===== src/rtl/arb_rr_x4.sv =====
// arb_rr_x4: four-requester round-robin arbiter with registered one-hot grant,
// encoded mux select and an optional per-grant hold limit.
//
// The rotating pointer only moves on a release, and it moves to the slot just
// after the releasing owner. That makes a timed-out owner the lowest-priority
// candidate at its own release edge. A lone timed-out requester is therefore
// re-granted at once, with no idle bubble.
module arb_rr_x4 #(
  parameter int unsigned MAX_HOLD = 16,  // max consecutive grant cycles, 0 = unlimited
  parameter int unsigned CNT_W    = 5    // hold-counter width, 2**CNT_W > MAX_HOLD
) (
  input  logic       i_clk,
  input  logic       i_rst,
  input  logic [3:0] i_req,
  output logic [3:0] o_grant,
  output logic [1:0] o_sel,
  output logic       o_valid
);

  typedef enum logic [0:0] {
    ST_IDLE = 1'b0,
    ST_BUSY = 1'b1
  } state_e;

  localparam bit               HOLD_EN  = (MAX_HOLD != 0);
  localparam logic [CNT_W-1:0] CNT_MAX  = {CNT_W{1'b1}};
  localparam logic [CNT_W-1:0] CNT_LAST = HOLD_EN ? CNT_W'(MAX_HOLD - 1) : {CNT_W{1'b0}};
  localparam logic [CNT_W-1:0] CNT_ONE  = CNT_W'(1);

  // Registered state and outputs
  state_e           state_q;
  logic [1:0]       ptr_q;
  logic [CNT_W-1:0] cnt_q;
  logic [3:0]       grant_q;
  logic [1:0]       sel_q;
  logic             valid_q;

  // Combinational arbitration terms
  logic             owner_req_s;
  logic             timeout_s;
  logic             release_s;
  logic [1:0]       ptr_rel_s;
  logic [3:0]       cand_rel_s;
  logic [2:0]       pick_idle_s;
  logic [2:0]       pick_rel_s;
  logic [CNT_W-1:0] cnt_inc_s;

  // Circular search starting at ptr; returns {found, index}. The scan runs
  // from the farthest slot down to ptr, so the slot closest to ptr wins.
  function automatic logic [2:0] rr_pick(input logic [3:0] req, input logic [1:0] ptr);
    logic [2:0] res;
    logic [1:0] idx;
    res = 3'b000;
    for (int k = 3; k >= 0; k--) begin
      idx = ptr + 2'(k);
      if (req[idx]) begin
        res = {1'b1, idx};
      end else begin
        res = res;
      end
    end
    return res;
  endfunction

  // Encoded index to one-hot grant vector
  function automatic logic [3:0] onehot4(input logic [1:0] idx);
    return 4'b0001 << idx;
  endfunction

  // Release detection and the candidate set for the re-pick at a release edge
  always_comb begin
    owner_req_s = i_req[sel_q];
    timeout_s   = HOLD_EN && (cnt_q == CNT_LAST);
    release_s   = (~owner_req_s) | timeout_s;
    ptr_rel_s   = sel_q + 2'd1;
    cand_rel_s  = i_req;
    if (!owner_req_s) begin
      // Owner gave the resource up; it must not win the same edge.
      cand_rel_s[sel_q] = 1'b0;
    end else begin
      // Timed-out owner stays a candidate, last in the new circular order.
      cand_rel_s = i_req;
    end
    pick_idle_s = rr_pick(i_req, ptr_q);
    pick_rel_s  = rr_pick(cand_rel_s, ptr_rel_s);
    if (cnt_q == CNT_MAX) begin
      cnt_inc_s = cnt_q;
    end else begin
      cnt_inc_s = cnt_q + CNT_ONE;
    end
  end

  // Arbitration FSM with registered grant, select and valid
  always_ff @(posedge i_clk) begin
    if (i_rst) begin
      state_q <= ST_IDLE;
      ptr_q   <= 2'd0;
      cnt_q   <= {CNT_W{1'b0}};
      grant_q <= 4'b0000;
      sel_q   <= 2'd0;
      valid_q <= 1'b0;
    end else begin
      case (state_q)
        ST_IDLE: begin
          if (pick_idle_s[2]) begin
            state_q <= ST_BUSY;
            grant_q <= onehot4(pick_idle_s[1:0]);
            sel_q   <= pick_idle_s[1:0];
            valid_q <= 1'b1;
            cnt_q   <= {CNT_W{1'b0}};
          end else begin
            state_q <= ST_IDLE;
            grant_q <= 4'b0000;
            valid_q <= 1'b0;
          end
        end
        ST_BUSY: begin
          if (!release_s) begin
            cnt_q <= cnt_inc_s;
          end else begin
            ptr_q <= ptr_rel_s;
            if (pick_rel_s[2]) begin
              // Handoff at the same edge: no zero-grant cycle in between.
              state_q <= ST_BUSY;
              grant_q <= onehot4(pick_rel_s[1:0]);
              sel_q   <= pick_rel_s[1:0];
              valid_q <= 1'b1;
              cnt_q   <= {CNT_W{1'b0}};
            end else begin
              // Go idle; o_sel keeps the last owner so the mux stays driven.
              state_q <= ST_IDLE;
              grant_q <= 4'b0000;
              valid_q <= 1'b0;
              cnt_q   <= {CNT_W{1'b0}};
            end
          end
        end
        default: begin
          state_q <= ST_IDLE;
          ptr_q   <= 2'd0;
          cnt_q   <= {CNT_W{1'b0}};
          grant_q <= 4'b0000;
          sel_q   <= 2'd0;
          valid_q <= 1'b0;
        end
      endcase
    end
  end

  assign o_grant = grant_q;
  assign o_sel   = sel_q;
  assign o_valid = valid_q;

endmodule


===== config.mk =====
export PLATFORM = sky130hd
export DESIGN_NAME = arb_rr_x4
export DESIGN_NICKNAME = d
export VERILOG_FILES = /design/src/rtl/arb_rr_x4.sv
export SDC_FILE = /design/constraint.sdc
export NUM_CORES = 1
export LEC_CHECK = 0
export CORE_MARGIN = 1
export CORE_UTILIZATION = 48
export DETAILED_ROUTE_END_ITERATION = 6
export PLACE_DENSITY = 0.75
export SYNTH_ARGS = -nofsm -noshare
export SYNTH_HDL_FRONTEND = slang
export SYNTH_SLANG_ARGS = --single-unit

===== constraint.sdc =====
create_clock -name i_clk -period 1.75 [get_ports i_clk]
set_clock_uncertainty 0.15 [all_clocks]
set_input_delay 0.175 -clock i_clk [delete_from_list [all_inputs] [get_ports i_clk]]
set_output_delay 0.175 -clock i_clk [all_outputs]
set_load 0.005 [all_outputs]

==> summary.md, run 1 <==
| Metric | Value |
|---|---|
| Clock buffer depth | 2 |
| Syn avg cell area | 8.72 um2 |
| Row count | 16 |
| CTS tree | built |
| PnR Total Power | 0.00104 W |
| Worst Path Arrival | 1790 ps |
| Total grt overflow | 0 |
| Yosys top cell area share | 29.4% |
| Worst-path maximum fanout | 7 |
| Synth warnings | 0 |
| # setup viols final | 5 |
| Synth async-reset ratio | 0% |
| Most frequent cells after synthesis | nor2_1, dfxtp_1, a21oi_1 |
| Post-synth cell types | 46 |
| Placement Setup Slack | -476 ps |
| CTS sink cnt | 15 |
| CTS Hold Bufs | 0 |
| Slew @ Worst Pin | 534 ps |
| Mux cell area share after synthesis | 5.15% |
| Max Used Layer | met4 |
| Reg clk slew, reported paths | 100 ps |
| Maximum VDD drop | 680 uV |
| Post-Synth XOR/XNOR Area | 0.859% |
| Yosys reg bits | 15 |
| Core Footprint | 1980 um2 |
| Crit path time final | 1780 ps |
| Final Max Slew Viols | 0 |
| Failing checks | setup timing |
| Slew HR | 64.3% |
| Mapped Cells | 117 |
| Synth area leader | dfxtp_1 |
| Hpwl dp | 2000 um |
| Final net count | 164 |
| GP Congestion | 0.860 |
| R2R Path Start | o_sel[0] |
| Req. time, crit path | 1760 ps |
| Critical Path End Type | register |
| Largest family of logic cells by synthesized area | simple AND/OR/NAND/NOR gates |
| Final period util | 102% |
| Metal2 WL | 1590 um |
| Clock latency on the worst-skew pair | 290 ps |
| Register-to-register setup slack | -30 ps |
| R2R depth | 6 |
| Num CTS Buffers | 3 |
| Vias in the first global route | 951 |
| Met1 WL | 1350 um |
| Share of layout cells above drive strength 1 | 47.4% |
| Hold_ws | 335 ps |
| Crit-path max cell delay | 590 ps |
| Slowest-stage cell, CP | mux4_2 |
| Final Non-Filler Cells | 182 |
| First DRT Iteration DRCs | 42 |
| Power per cell area | 684 nW/um2 |
| Area after DPL | 1310 um2 |
| Synth Area in Simple Gates | 27.1% |
| Outcome | finished with violations |
| EDFF count, synth | 0 |
| Largest cells by area after synthesis | dfxtp_1, a21oi_1, nor2_1 |
| Crit start category | register |
| CTS H-tree lvls | 1 |
| First-pass GRT wire length | 4490 um |
| Via-to-Cell Ratio | 6.07 |
| RSZ-0062 raised after global routing | yes |
| CP cell instances | mux4_2, nand3_4, buf_6, nor3_2, a21oi_1, nor2_1 |
| # fillers | 124 |
| Port Buffers | 12 |
| Routed WL | 3340 um |
| Critical Path Sink | cnt_q[0] |
| Clock root cell | clkbuf_4 |
| Setup WS post-layout | -27.5 ps |
| Initial Utilization | 51.5% |
| Largest net degree at the start of global routing | 14 |
| # DRC | 0 |
| Reg-to-reg endpoint | cnt_q[0] |
| Top FF cell, synth | dfxtp_1 |
| Inst Count DP | 174 |
| Area delta synth->final | 49.3% |
| Final Hold Vio Count | 0 |
| Die Y | 48.1 um |
| Post-route ant nets | 0 |
| Crit path from | o_sel[0] |
| Most frequent cell after synthesis | nor2_1 |
| Vias after detailed routing | 1,105 |
| First-pass iteration count of the detailed router | 4 |
| Max_cap viols | 0 |
| Avg WL per Cell | 18.3 um |
| Compound-Gate Fraction of Synth Area | 24.8% |
| Horiz. Die Dim | 48.1 um |
| Pleak | 0.571 nW |
| Max Freq | 563 MHz |
| # IOs | 13 |
| WS Path Type | reg -> reg |
| Initial antenna violation count | 1 |
| Worst hold path type | reg -> reg |
| GR Util All Layers | 29.0% |
| Seq/Total Area, Yosys | 29.4% |
| Mapped Nets | 126 |
| Cell area after synthesis | 1020 um2 |
| Die area | 2310 um2 |
| Post-Layout Inst Area | 1520 um2 |
| Adder-cell share of the synthesized area | 3.68% |
| Met3 wire len | 239 um |
[per-stage QoR]
stage               setup TNS (ps)  utilization (%)
global placement             -5210             66.2
global route                  -599             76.8
finish                        -115             76.8
floorplan                        0                -
detailed placement           -5930             66.2
CTS                          -23.6             72.9
[where the power goes]
group	internal, W	leakage, nW	switching, W	total (W)
logic	0.000219	0.427	0.000207	0.000425
clock network	0.0000852	0.0177	0.000123	0.000209
registers	0.000375	0.126	0.0000331	0.000409
total	0.000679	0.571	0.000363	0.00104
[layout make-up]
type,instances,area [um2],share of cell area (%)
Clock buffer,3,22.5,1.48
Multi-Input combinational cell,88,777,51.0
Inverter,5,21.3,1.40
Antenna cell,1,2.50,0.164
Clock inverter,1,5.00,0.329
Timing Repair Buffer,42,352,23.1
Sequential cell,15,309,20.3
Tap cell,27,33.8,2.22
[flip-flops by register name (all words and copies together) (netlist names)]
name     cells
cnt_q        5
o_grant      4
o_sel        2
o_valid      1
ptr_q        2
state_q      1
[what timing repair did]
action	4_1_cts	5_1_grt
buffers inserted	2	1
gates resized for setup	25	17
endpoints found under the hold margin	0	0
pin swaps	9	8
endpoints found under the setup margin	15	12
[worst max-delay path: cells and delay by family (launching register included)]
| kind | cells | cell delay (ps) |
|---|---|---|
| AND/OR/NAND/NOR | 3 | 280 |
| buffers and inverters | 1 | 140 |
| AO/OA/AOI/OAI | 1 | 130 |
| flip-flops | 1 | 350 |
| multiplexers | 1 | 590 |
[cells by family after synthesis]
family	after synthesis
and+or+nand+nor	45
AOI/OAI and AO/OA	35
DFF	15
buffers and inverters	14
muxes	4
adders and majority gates	3
xor gates and xnor gates	1
[cell usage in the layout (no fill, tap or decap), drive strengths merged, types with 2 or more instances in the layout]
master | Yosys | routed
a21oi | 14 | 14
nor4 | 2 | 2
nor2b | 3 | 3
inv | 5 | 5
clkdlybuf4s50 | 0 | 8
a211oi | 3 | 3
and3 | 2 | 2
nor3 | 4 | 4
buf | 8 | 30
mux2i | 3 | 3
nand3 | 2 | 2
nand2b | 3 | 3
nand2 | 5 | 5
a311oi | 2 | 2
o22ai | 2 | 2
ha | 3 | 3
dlygate4sd2 | 0 | 4
nor2 | 18 | 18
o21ai | 3 | 3
a221oi | 2 | 2
or3 | 2 | 2
clkbuf | 1 | 3
dfxtp | 15 | 15
[per-layer routing]
metal	vias up	global-route usage, %
met5	-	0
met4	0	13.3
met3	20	6.30
met2	66	46.5
met1	521	37.3
li1	498	-
[worst min path at each step]
stage / start / end / slack (ps) / depth (start not counted)
global placement: o_valid / o_valid / 300 / 1
finish: o_valid / o_valid / 340 / 1
detailed placement: o_valid / o_valid / 320 / 1
CTS: o_valid / o_valid / 340 / 1
global route: o_valid / o_valid / 360 / 1
floorplan: i_rst / ptr_q[0] / 100 / 1
(Power assumes the default switching activity.)
==> inputs of run 2 (changes only) <==
Settings changed: SLEW_MARGIN set to 15.
==> results of run 2 <==
The final DEF is identical to that of run 1; final timing and power are the same.
